### src/rtl/nibble_serial_pkg.sv
// rtl/nibble_serial_pkg.sv - shared constants, FSM state type and sizing helper for nibble_serial_adder
package nibble_serial_pkg;

  localparam int NIB_W = 4;

  typedef enum logic [1:0] {
    IDLE = 2'd0,
    RUN  = 2'd1,
    DONE = 2'd2
  } state_t;

  // Number of nibble slices needed to cover a given operand width.
  function automatic int nibbles(input int width);
    return width / NIB_W;
  endfunction

endpackage

### src/rtl/nibble_serial_adder_slice.sv
// rtl/nibble_serial_adder_slice.sv - combinational 4-bit ripple-carry add slice
import nibble_serial_pkg::*;

module nibble_add_slice (
  input  logic [NIB_W-1:0] a4,
  input  logic [NIB_W-1:0] b4,
  input  logic             ci,
  output logic [NIB_W-1:0] s4,
  output logic             co
);

  // Widen to NIB_W+1 so the carry falls out of the top bit.
  always_comb begin
    {co, s4} = {1'b0, a4} + {1'b0, b4} + {{NIB_W{1'b0}}, ci};
  end

endmodule

### src/rtl/nibble_serial_adder.sv
// rtl/nibble_serial_adder.sv - WIDTH-bit adder using one 4-bit slice, one nibble per clock (optional NIBBLE_SERIAL_OVF_EN adds ovf)
import nibble_serial_pkg::*;

module nibble_serial_adder #(
  parameter int WIDTH = 16
) (
  input  logic             clk,
  input  logic             rst_n,
  input  logic             in_valid,
  output logic             in_ready,
  input  logic [WIDTH-1:0] a,
  input  logic [WIDTH-1:0] b,
  input  logic             cin,
  output logic             out_valid,
  input  logic             out_ready,
  output logic [WIDTH-1:0] sum,
  output logic             cout
`ifdef NIBBLE_SERIAL_OVF_EN
  ,
  output logic             ovf
`endif
);

  localparam int NIBS = nibbles(WIDTH);
  localparam int CW   = ($clog2(NIBS) < 1) ? 1 : $clog2(NIBS);
  localparam logic [CW-1:0] LAST_IDX = CW'(NIBS - 1);

  if (((WIDTH % NIB_W) != 0) || (WIDTH < 8)) begin : g_bad_width
    $error("nibble_serial_adder: WIDTH must be a multiple of 4 and >= 8");
  end

  state_t           state_q, state_d;
  logic [WIDTH-1:0] a_sh_q, a_sh_d;
  logic [WIDTH-1:0] b_sh_q, b_sh_d;
  logic [WIDTH-1:0] sum_sh_q, sum_sh_d;
  logic [WIDTH-1:0] sum_q, sum_d;
  logic             carry_q, carry_d;
  logic             cout_q, cout_d;
  logic             out_valid_q, out_valid_d;
  logic [CW-1:0]    idx_q, idx_d;
`ifdef NIBBLE_SERIAL_OVF_EN
  logic             a_msb_q, a_msb_d;
  logic             b_msb_q, b_msb_d;
  logic             ovf_q, ovf_d;
`endif

  logic [NIB_W-1:0] s4;
  logic             c4;
  logic [WIDTH-1:0] sum_next;

  nibble_add_slice u_slice (
    .a4 (a_sh_q[NIB_W-1:0]),
    .b4 (b_sh_q[NIB_W-1:0]),
    .ci (carry_q),
    .s4 (s4),
    .co (c4)
  );

  // New nibble enters at the top so after NIBS steps the LSB nibble sits at bit 0.
  assign sum_next = {s4, sum_sh_q[WIDTH-1:NIB_W]};

  // Next-state and datapath update for the IDLE -> RUN -> DONE sequence.
  always_comb begin
    state_d     = state_q;
    a_sh_d      = a_sh_q;
    b_sh_d      = b_sh_q;
    sum_sh_d    = sum_sh_q;
    sum_d       = sum_q;
    carry_d     = carry_q;
    cout_d      = cout_q;
    out_valid_d = out_valid_q;
    idx_d       = idx_q;
`ifdef NIBBLE_SERIAL_OVF_EN
    a_msb_d     = a_msb_q;
    b_msb_d     = b_msb_q;
    ovf_d       = ovf_q;
`endif
    case (state_q)
      IDLE: begin
        if (in_valid) begin
          a_sh_d  = a;
          b_sh_d  = b;
          carry_d = cin;
          idx_d   = '0;
          state_d = RUN;
`ifdef NIBBLE_SERIAL_OVF_EN
          a_msb_d = a[WIDTH-1];
          b_msb_d = b[WIDTH-1];
`endif
        end
      end
      RUN: begin
        a_sh_d   = {{NIB_W{1'b0}}, a_sh_q[WIDTH-1:NIB_W]};
        b_sh_d   = {{NIB_W{1'b0}}, b_sh_q[WIDTH-1:NIB_W]};
        sum_sh_d = sum_next;
        carry_d  = c4;
        idx_d    = idx_q + 1'b1;
        if (idx_q == LAST_IDX) begin
          state_d     = DONE;
          sum_d       = sum_next;
          cout_d      = c4;
          out_valid_d = 1'b1;
`ifdef NIBBLE_SERIAL_OVF_EN
          ovf_d       = (a_msb_q == b_msb_q) && (sum_next[WIDTH-1] != a_msb_q);
`endif
        end
      end
      DONE: begin
        // Result registers are left alone on handshake so sum/cout persist.
        if (out_ready) begin
          out_valid_d = 1'b0;
          state_d     = IDLE;
        end
      end
      default: begin
        state_d = IDLE;
      end
    endcase
  end

  // State and datapath registers; async reset drops any in-flight operation.
  always_ff @(posedge clk or negedge rst_n) begin
    if (!rst_n) begin
      state_q     <= IDLE;
      a_sh_q      <= '0;
      b_sh_q      <= '0;
      sum_sh_q    <= '0;
      sum_q       <= '0;
      carry_q     <= 1'b0;
      cout_q      <= 1'b0;
      out_valid_q <= 1'b0;
      idx_q       <= '0;
`ifdef NIBBLE_SERIAL_OVF_EN
      a_msb_q     <= 1'b0;
      b_msb_q     <= 1'b0;
      ovf_q       <= 1'b0;
`endif
    end else begin
      state_q     <= state_d;
      a_sh_q      <= a_sh_d;
      b_sh_q      <= b_sh_d;
      sum_sh_q    <= sum_sh_d;
      sum_q       <= sum_d;
      carry_q     <= carry_d;
      cout_q      <= cout_d;
      out_valid_q <= out_valid_d;
      idx_q       <= idx_d;
`ifdef NIBBLE_SERIAL_OVF_EN
      a_msb_q     <= a_msb_d;
      b_msb_q     <= b_msb_d;
      ovf_q       <= ovf_d;
`endif
    end
  end

  assign in_ready  = (state_q == IDLE);
  assign out_valid = out_valid_q;
  assign sum       = sum_q;
  assign cout      = cout_q;
`ifdef NIBBLE_SERIAL_OVF_EN
  assign ovf       = ovf_q;
`endif

endmodule
### config.mk
export PLATFORM = sky130hd
export DESIGN_NAME = nibble_serial_adder
export DESIGN_NICKNAME = d
export VERILOG_FILES = /design/src/rtl/nibble_serial_pkg.sv /design/src/rtl/nibble_serial_adder_slice.sv /design/src/rtl/nibble_serial_adder.sv
export SDC_FILE = /design/constraint.sdc
export NUM_CORES = 1
export LEC_CHECK = 0
export ABC_AREA = 1
export CAP_MARGIN = 20
export CORE_MARGIN = 10
export CORE_UTILIZATION = 30
export DETAILED_ROUTE_END_ITERATION = 8
export GPL_TIMING_DRIVEN = 1
export SYNTH_ARGS = -nofsm -noshare
export SYNTH_HDL_FRONTEND = slang
export SYNTH_SLANG_ARGS = --single-unit
### constraint.sdc
create_clock -name clk -period 5.3 [get_ports clk]
set_clock_uncertainty 0.15 [all_clocks]
set_input_delay 1.06 -clock clk [delete_from_list [all_inputs] [get_ports clk]]
set_output_delay 1.06 -clock clk [all_outputs]
set_load 0.005 [all_outputs]
Word level (Yosys, flattened, before mapping)
Index checks and enable logic that the tools add are counted.
W data, S select, Z words.
- memories kept: 0
- bits in latches: 0
- register bits after elaboration: 71
- bits of input ports: 37
- bits in writable memories: 0
- memory bits (read-only): 0
- output and inout port bits: 19
- word-level logic and storage cells: 40
- $lt $le $gt $ge: 0
- bitwise logic cells: 0
- reduce and logical (&&, ||, !) cells: 7
- $mul: 0
- shift operators: 0
- muxes and demuxes: 15
- add/subtract/negate cells: 3
- equal/unequal tests: 6
- div/mod/pow operators: 0
- operators by type and width (cell ; count):
    $pmux W16 S2 ; 2
    $mux W16 ; 2
    $mux W2 ; 4
    $ne A2 B2 Y1 const B ; 3
    $pmux W2 S3 ; 1
    $reduce_and A3 Y1 ; 2
    $add A4 B4 Y5 ; 1
    $add A5 B1 Y5 ; 1
    $eq A2 B2 Y1 const B ; 2
    $pmux W1 S2 ; 2
    $pmux W2 S2 ; 1
    $reduce_and A2 Y1 ; 2
    $reduce_bool A2 Y1 ; 2
    $mux W1 ; 3
    $add A2 B1 Y2 const B ; 1
    $eq A2 B1 Y1 const B ; 1
    $logic_not A2 Y1 ; 1

Depth between registers and ports, before layout
Gate-level depths: netlist of the first run.
- depth in word-level cells: 3
- mapped depth: 8
- depth with buffers taken out: 7

Modules after synthesis
A second synthesis of the first run with hierarchy kept.
- cell total of the unflattened synthesis: 397
- area total of the unflattened synthesis: 3224.3 µm²
- modules (own cells, without submodules) (module ; area each (µm²) ; cells an instance ; instances):
    nibble_serial_adder ; 3059.2 ; 372 ; 1
    nibble_add_slice ; 165.2 ; 25 ; 1

Least setup slack after synthesis of the first run
No wires, ideal clock.
- path type: reg2out
- start point: register state_q[0]
- end point: output port in_ready
- cell stages (with the launch flop): 3
- arrival: 0.773 ns
- slack: 3.317 ns
- data required time: 4.090 ns
- cells stage by stage: dfrtp_1 -> buf_4 -> nor2_2
- cells in the longest elaborated chain, start to end: 1
- ends and longest elaborated chain (element ; line ; source):
    from (decl) ; nibble_serial_adder.sv:32 ; state_t state_q, state_d;
    from (signal assigned) ; nibble_serial_adder.sv:139 ; state_q <= state_d;
    $logic_not A2 Y1 ; nibble_serial_adder.sv:156 ; assign in_ready = (state_q == IDLE);
    to (decl) ; nibble_serial_adder.sv:10 ; output logic in_ready,
No other way between the ends.

Worst setup path in the final report of the first run
Ends and elaborated chain as after synthesis.

==> out/results.txt, run 1 <==
Worst reg2reg path startpoint - a_sh_q[0]$_DFFE_PN0P_
Root buffer cell - clkbuf_8
Row cnt - 36
Die span in x - 119 µm
Final Setup Violations - 0
P_int - 1.41 mW
Total CTS buffers - 9
Top routing layer in use - met4
Leakage - 1.71 nW
Met2 wire length - 2760 µm
Gp weighted congestion - 0.752
DRC viols - 0
Pins Over Slew Limit - 0
Largest net degree at the start of global routing - 49
Initial DRC Count - 98
Gate power share - 41.3%
Seq/Total Area, Yosys - 56.9%
Worst hold path class - register to register
Final wirelength - 6520 µm
DPL Wire Length - 4640 µm
Worst skew pair latency - 0.35 ns
Fin util - 39.0%
Startpoint Class - register
Worst reg2reg path depth - 4
Max cap viols - 0
Cell count after synthesis - 326
Largest cells by area after synthesis - dfrtp_1 (57%), nand2_1 (12%), o21ai_0 (8.5%)
YS warnings - 0
Post-CTS Resized - 0
Worst setup EP type - output port
Post-Syn Nets - 369
Full die area - 14200 µm²
Critical Path RT - 4.09 ns
First-pass GRT wire length - 11400 µm
Initial Utilization - 30.4%
Slew @ Worst Pin - 0.861 ns
#FFs+latches synth - 67
Flop pwr share - 39.1%
CTS tree - done
Hold Buf Count CTS - 0
Met1 wire length - 3120 µm
Status - completed
Gr ovfl total - 0
Reg clk slew, reported paths - 0.07 ns
Peak VDD IR - 0.192 mV
Net switching fraction of the power - 38.2%
Pre-antenna DRT Iters - 4
R2R Path End - sum_sh_q[13]$_DFFE_PN0N_
H-tree depth - 3
Worst rel slew slack - 42.4%
Top Ports - 56
WHS Path Cells - 2
Flop2flop setup slack - 3.52 ns
Clock power frac - 19.6%
FMAX - 323 MHz
Layout cells sized above 1 - 6.54%
Routed via count - 2298
# port buffers - 55
Sw power - 873 µW
Largest fanout on the critical path - 10
CTS Buffer Depth - 2
P per Cell Area - 604 nW/µm²
GRT Util Overall - 9.74%
Post CTS Setup Buffer Count - 0
Chip height - 119 µm
Inserted Diodes - 0
CP arrival - 1.89 ns
Antenna violations before repair - 0
Post-synth top area cell - dfrtp_1
Core Area - 9680 µm²
Final Hold Viols - 0
Area grow syn2layout - 28.1%
Fin crit period - 3.10 ns
Vias in the first global route - 2332
Setup CP Type - register to output port
CTS sink count - 67
RSZ-0062 raised after global routing - false
Critical Path Start - state_q[0]$_DFFE_PN0P_
Critical Path Sink - in_ready
Routed wire length on met3 - 561 µm
Top cell type's share of synthesized area - 56.9%
Wire per inst - 12.7 µm
Synthesized area per cell - 9.04 µm²
Post-Syn Area - 2950 µm²
DR vias/cell - 4.46
Final period utilization - 58.5%
Final nets - 420
Synth unique cells - 27
Total negative slack - 0 ns
Antenna viol nets, final - 0
-- metal layers --
| metal | GRT usage, % | vias to the layer above |
|---|---|---|
| met2 | 14.0 | 64 |
| met4 | 3.21 | 0 |
| met1 | 12.4 | 1058 |
| li1 | - | 1164 |
| met5 | 0 | - |
| met3 | 4.87 | 12 |
-- cell families (layout without fill, tap and decap cells) --
| logic type | Yosys count | in the layout | share of synthesized area [%] |
|---|---|---|---|
| buffers and inverters | 36 | 92 | 6.24 |
| DFF | 67 | 67 | 56.9 |
| xor gates and xnor gates | 1 | 1 | 0.297 |
| adders and majority gates | 6 | 6 | 3.06 |
| and+or+nand+nor | 139 | 139 | 19.8 |
| AOI/OAI and AO/OA | 77 | 77 | 13.8 |
-- layout make-up --
cell class	instances	area (µm²)
fillers	991	5910
flip-flops and latches	67	1680
inverters	20	77.6
clock buffers	13	169
repair buffers	56	553
multi-input cells	223	1090
clock inverters	3	45.0
well taps	133	166
-- Yosys cell counts, drive strengths merged --
master  instances
a21oi           2
a22o            1
buf            13
clkbuf          3
dfrtp          67
fa              2
ha              4
inv            20
nand2          93
nand3          16
nand3b          1
nor2           29
o21a            1
o21ai          72
o31ai           1
xnor2           1
-- layout by cell type (no fill, tap or decap), drive strengths merged --
cell type      netlist  layout
fa                   2       2
o31ai                1       1
nand3               16      16
nand2               93      93
a22o                 1       1
bufinv               0       1
clkinvlp             0       2
a21oi                2       2
ha                   4       4
o21a                 1       1
o21ai               72      72
nand3b               1       1
xnor2                1       1
inv                 20      20
dfrtp               67      67
nor2                29      29
buf                 13       2
clkdlybuf4s50        0      54
clkbuf               3      13
-- critical path, cell delays in order, from the launching register on --
cell	delay, ns
dfrtp_1	0.52
nor2_2	0.44
clkdlybuf4s50_1	0.60
-- worst min path at each step --
stage,start,endpoint,slack (ns)
after floorplan,a_sh_q[12]$_DFFE_PN0P_,a_sh_q[12]$_DFFE_PN0P_,0.29
after global placement,a_sh_q[12]$_DFFE_PN0P_,a_sh_q[12]$_DFFE_PN0P_,0.30
after detailed placement,a_sh_q[15]$_DFFE_PN0P_,a_sh_q[15]$_DFFE_PN0P_,0.30
after CTS,a_sh_q[15]$_DFFE_PN0P_,a_sh_q[15]$_DFFE_PN0P_,0.32
after global routing,sum[3]$_DFFE_PN0P_,sum[3]$_DFFE_PN0P_,0.35
final,sum[3]$_DFFE_PN0P_,sum[3]$_DFFE_PN0P_,0.32
-- registers in the layout, summed over array words and instances (netlist names) --
register / cells
b_sh_q: 16
a_sh_q: 16
carry_q: 1
state_q: 2
out_valid: 1
cout: 1
sum: 16
idx_q: 2
sum_sh_q: 12
-- through the flow --
step / hold slack, ns / instances / instance area (µm²) / power [mW] / setup WS, ns
5_1_grt: 0.353 / 515 / 3770 / 2.51 / 2.09
2_1_floorplan: 0.287 / 326 / 2950 / 1.56 / 3.32
3_3_place_gp: 0.299 / 499 / 3560 / 1.83 / 2.33
3_5_place_dp: 0.304 / 499 / 3560 / 1.86 / 2.29
6_report: 0.318 / 515 / 3770 / 2.28 / 2.20
4_1_cts: 0.323 / 515 / 3770 / 2.32 / 2.20
-- power groups by stage --
| stage | Sequential (mW) | Combinational (mW) | Clock, mW |
|---|---|---|---|
| floorplan | 0.865 | 0.699 | 0 |
| global placement | 0.896 | 0.937 | 0 |
| detailed placement | 0.903 | 0.959 | 0 |
| CTS | 0.894 | 0.963 | 0.458 |
| global route | 0.925 | 1.10 | 0.482 |
| finish | 0.892 | 0.942 | 0.448 |
Note: power is estimated with default switching activity, not from simulation.
==> run 2: changes to the inputs <==
==> constraint.sdc (replaced) <==
create_clock -name clk -period 3.1 [get_ports clk]
set_clock_uncertainty 0.15 [all_clocks]
set_input_delay 0.62 -clock clk [delete_from_list [all_inputs] [get_ports clk]]
set_output_delay 0.62 -clock clk [all_outputs]
set_load 0.005 [all_outputs]
==> run 2 against run 1 <==
Effect of this change: core utilization is 0.37 points higher; clock-buffer cell count down 1; worst hold slack worse by 0.12 ns; via count rose by 2.0%; global-route usage grew 0.24 points; worst setup slack got worse by 1.6 ns; highest routed layer unchanged.
==> out/results.txt, run 2 (synthesis results as in run 1) <==
Status - completed
H-tree depth - 3
Layout cells sized above 1 - 7.27%
Vias in the first global route - 2462
Startpoint Class - register
GRT met2 Usage - 15.5%
P_int - 2.49 mW
Die span in x - 119 µm
Max incr delay on CP - 0.52 ns
CP cell instances - nor2_2 > buf_4 > clkdlybuf4s50_1
Busiest grt layer - met2
CTS tree - done
Post CTS Setup Buffer Count - 0
Gp weighted congestion - 0.771
Initial Utilization - 30.4%
Worst hold path class - input pin to async pin
Full die area - 14200 µm²
Flop pwr share - 38.1%
R2R Path End - sum_sh_q[13]$_DFFE_PN0N_
Commonest non-fill, non-tap cell in the layout - nand2_1
Routed via count - 2343
Slowest-stage cell, CP - clkdlybuf4s50_1
Wire per inst - 13.2 µm
Largest fanout on the critical path - 10
Final Setup Violations - 0
Post-CTS Resized - 0
Gr ovfl total - 0
Inserted Diodes - 0
Core Area - 9680 µm²
Total negative slack - 0 ns
P per Cell Area - 1050 nW/µm²
Flop2flop setup slack - 1.30 ns
Final wirelength - 6830 µm
Top Ports - 56
Global routing usage on met1 - 12.1%
Post-route cell area - 3810 µm²
Initial DRC Count - 147
Worst setup EP type - output port
CP arrival - 1.71 ns
Gate power share - 41.2%
Sequential Area - 1680 µm²
Worst reg2reg path startpoint - a_sh_q[0]$_DFFE_PN0P_
DRC viols - 0
# port buffers - 55
Sw power - 1.52 mW
Largest net degree at the start of global routing - 34
Net switching fraction of the power - 37.9%
Root buffer cell - clkbuf_8
M3 GR Usage - 4.91%
Row cnt - 36
Total CTS buffers - 9
Pre-antenna DRT Iters - 4
Clock power frac - 20.7%
CTS Buffer Depth - 2
Setup CP Type - register to output port
CTS sink count - 67
Final Hold Viols - 0
DR vias/cell - 4.52
Multi-input gate area - 1090 µm²
Worst skew pair latency - 0.35 ns
Slew @ Worst Pin - 0.765 ns
Hold Buf Count CTS - 0
Fin util - 39.4%
RSZ-0062 raised after global routing - false
Area grow syn2layout - 29.3%
Leakage - 1.73 nW
Antenna violations before repair - 0
Fin crit period - 2.48 ns
Most frequent cells in the layout - nand2_1 (91), dfrtp_1 (67), clkdlybuf4s50_1 (54)
Worst rel slew slack - 49.0%
Final nets - 423
Peak VDD IR - 0.381 mV
Antenna viol nets, final - 0
First-pass GRT wire length - 11800 µm
Max cap viols - 0
DPL Wire Length - 4940 µm
Pins Over Slew Limit - 0
Fillers - 1021
Final period utilization - 80.0%
Reg clk slew, reported paths - 0.08 ns
Chip height - 119 µm
Critical Path RT - 2.33 ns
Post-DP Area - 3580 µm²
GRT Util Overall - 9.97%
FMAX - 403 MHz
Worst reg2reg path depth - 4
[run 2: cell count changes in the layout (fill, tap and decap cells not counted)]
| cell | previous run | this run |
|---|---|---|
| buf_4 | 1 | 4 |
| clkinv_2 | 0 | 1 |
| clkbuf_8 | 12 | 11 |
| clkinvlp_4 | 2 | 1 |
| bufinv_16 | 1 | 2 |
[run 2: cell type report]
cell class / instances / share of cell area, %
Clock buffer: 12 / 4.07
Multi-Input combinational cell: 223 / 28.5
Clock inverter: 4 / 1.90
Timing Repair Buffer: 59 / 15.1
Sequential cell: 67 / 44.0
Tap cell: 133 / 4.37
Inverter: 20 / 2.04
[run 2: metal layers]
metal	vias to the layer above	part of all wire, %	routed length [µm]
li1	1168	-	-
met1	1097	46	3170
met2	66	44	3010
met3	12	8.6	585
met4	0	0.95	65
met5	-	0	0
[run 2: power groups by stage]
stage                     Sequential [mW]  Combinational [mW]  Clock (mW)
after floorplan                      1.48                1.20           0
after global placement               1.54                1.63           0
after detailed placement             1.54                1.68           0
after CTS                            1.53                1.69       0.845
after global routing                 1.58                1.93       0.881
final                                1.53                1.65       0.829
[run 2: worst max path at each step]
stage	endpoint	startpoint	cells past startpoint	slack, ns
detailed placement	b_sh_q[7]$_DFFE_PN0P_	in_valid	5	0.67
CTS	in_ready	state_q[0]$_DFFE_PN0P_	3	0.60
global placement	a_sh_q[1]$_DFFE_PN0P_	in_valid	5	0.72
global route	in_ready	state_q[0]$_DFFE_PN0P_	3	0.52
finish	in_ready	state_q[0]$_DFFE_PN0P_	3	0.62
floorplan	sum_sh_q[13]$_DFFE_PN0N_	a_sh_q[0]$_DFFE_PN0P_	4	1.41
[run 2: critical path: cells and delay by family, from the launching register on]
kind	cells	cell delay, ns
buffers and inverters	2	0.70
AND/OR/NAND/NOR	1	0.15
flip-flops	1	0.51
[run 2: stage by stage]
stage / hold WS, ns / instances / total power, mW / setup slack [ns]
floorplan: 0.174 / 326 / 2.67 / 1.41
global placement: 0.298 / 502 / 3.17 / 0.718
detailed placement: 0.306 / 502 / 3.23 / 0.669
CTS: 0.214 / 518 / 4.07 / 0.598
global route: 0.246 / 518 / 4.39 / 0.524
finish: 0.194 / 518 / 4.01 / 0.621
==> run 3: changes to the inputs <==
==> constraint.sdc (replaced) <==
create_clock -name clk -period 2.35 [get_ports clk]
set_clock_uncertainty 0.15 [all_clocks]
set_input_delay 0.47 -clock clk [delete_from_list [all_inputs] [get_ports clk]]
set_output_delay 0.47 -clock clk [all_outputs]
set_load 0.005 [all_outputs]
==> run 3 against run 2 <==
Effect of this change: global-route usage shrank 0.15 points; clock-buffer cell count grew 2; clock power grew 11%; critical path type unchanged.
==> out/results.txt, run 3 (synthesis results as in run 1) <==
Status - completed
Worst hold path class - register to register
Antenna viol nets, final - 0
Worst Setup Slack, final - 0.104 ns
Critical Path Start - state_q[0]$_DFFE_PN0P_
Most frequent cells in the layout - nand2_1 (91), dfrtp_1 (67), clkdlybuf4s50_1 (54)
Final period utilization - 95.6%
Setup CP Type - register to output port
Routed via count - 2303
Chip height - 119 µm
Total negative slack - 0 ns
CP arrival - 1.63 ns
Fin util - 39.1%
Initial Utilization - 30.4%
Final nets - 425
Worst setup EP type - output port
# port buffers - 55
Worst skew pair latency - 0.34 ns
Top Ports - 56
CTS Buffer Depth - 2
Met2 wire length - 2810 µm
Place WS - 0.355 ns
Worst rel slew slack - 56.8%
Final Setup Violations - 0
Vias in the first global route - 2370
Max cap viols - 0
Root buffer cell - clkbuf_8
Worst reg2reg path startpoint - a_sh_q[0]$_DFFE_PN0P_
Final Hold Viols - 0
H-tree depth - 3
Startpoint Class - register
Critical Path Sink - in_ready
Final wirelength - 6640 µm
FMAX - 445 MHz
Leakage - 1.72 nW
Pins Over Slew Limit - 0
RSZ-0062 raised after global routing - false
Routed wire length on met3 - 575 µm
DR vias/cell - 4.43
Total CTS buffers - 9
CTS tree - done
Wire per inst - 12.8 µm
Largest fanout on the critical path - 6
DRC viols - 0
Full die area - 14200 µm²
Core Area - 9680 µm²
Peak VDD IR - 0.530 mV
Critical Path RT - 1.73 ns
Reg clk slew, reported paths - 0.07 ns
Die span in x - 119 µm
Post CTS Setup Buffer Count - 0
Fin crit period - 2.25 ns
Slew @ Worst Pin - 0.647 ns
First-pass GRT wire length - 11400 µm
Layout cells sized above 1 - 6.72%
Met1 wire length - 3170 µm
Gr ovfl total - 0
Overall Power - 5.12 mW
Antenna violations before repair - 0
GRT Util Overall - 9.82%
P per Cell Area - 1350 nW/µm²
CTS sink count - 67
Row cnt - 36
Largest net degree at the start of global routing - 33
DPL Wire Length - 4720 µm
Worst reg2reg path depth - 4
R2R Path End - sum_sh_q[13]$_DFFE_PN0N_
Initial DRC Count - 116
Top routing layer in use - met4
Flop2flop setup slack - 0.55 ns
Area grow syn2layout - 28.5%
Fillers - 985
Inserted Diodes - 0
Gp weighted congestion - 0.752
Pre-antenna DRT Iters - 4
Commonest non-fill, non-tap cell in the layout - nand2_1
-- run 3: changes by cell type in the layout (fill, tap and decap cells not counted), sizes merged --
cell,before,now
bufinv,2,1
buf,5,6
dlygate4sd3,0,1
clkbuf,12,14
clkinvlp,1,0
-- run 3: worst max-delay path, cell delays in order, from the launching register on --
cell and delay (ns):
dfrtp_1 0.53, nor2_2 0.22, clkdlybuf4s50_1 0.54
-- run 3: cell type report --
type                            count  area [µm²]  area share, %
Sequential cell                    67        1680           44.3
Tap cell                          133         166           4.39
Clock inverter                      2        35.0          0.925
Multi-Input combinational cell    223        1090           28.7
Inverter                           20        77.6           2.05
Timing Repair Buffer               61         593           15.7
Clock buffer                       14         153           4.03
-- run 3: power by group --
| part | leakage (nW) | internal (mW) | switching, mW |
|---|---|---|---|
| combinational | 0.795 | 0.931 | 1.25 |
| sequential | 0.834 | 1.70 | 0.316 |
| clock | 0.0947 | 0.520 | 0.404 |
-- run 3: what timing repair did --
action,CTS,global route
endpoints found under the setup margin,0,0
endpoints found under the hold margin,22,0
hold buffers,1,0
gates resized for setup,0,0
-- run 3: worst min path at each step --
stage,from,end,slack (ns),cells after the start
floorplan,rst_n,a_sh_q[0]$_DFFE_PN0P_,0.02,0
global placement,a_sh_q[12]$_DFFE_PN0P_,a_sh_q[12]$_DFFE_PN0P_,0.30,2
detailed placement,a_sh_q[13]$_DFFE_PN0P_,a_sh_q[13]$_DFFE_PN0P_,0.30,2
CTS,a_sh_q[13]$_DFFE_PN0P_,a_sh_q[13]$_DFFE_PN0P_,0.32,2
global route,b_sh_q[12]$_DFFE_PN0P_,b_sh_q[12]$_DFFE_PN0P_,0.33,2
finish,b_sh_q[15]$_DFFE_PN0P_,b_sh_q[15]$_DFFE_PN0P_,0.32,2
-- run 3: layer usage --
| metal | GRT usage (%) | up-vias |
|---|---|---|
| met1 | 11.9 | 1064 |
| met5 | 0 | - |
| met3 | 4.72 | 7 |
| li1 | - | 1166 |
| met4 | 3.89 | 0 |
| met2 | 14.7 | 66 |
-- run 3: through the flow --
step / hold slack (ns) / area, µm² / std cells
2_1_floorplan: 0.0244 / 2950 / 326
3_3_place_gp: 0.299 / 3590 / 503
4_1_cts: 0.321 / 3790 / 520
3_5_place_dp: 0.303 / 3590 / 503
6_report: 0.316 / 3790 / 520
5_1_grt: 0.334 / 3790 / 520
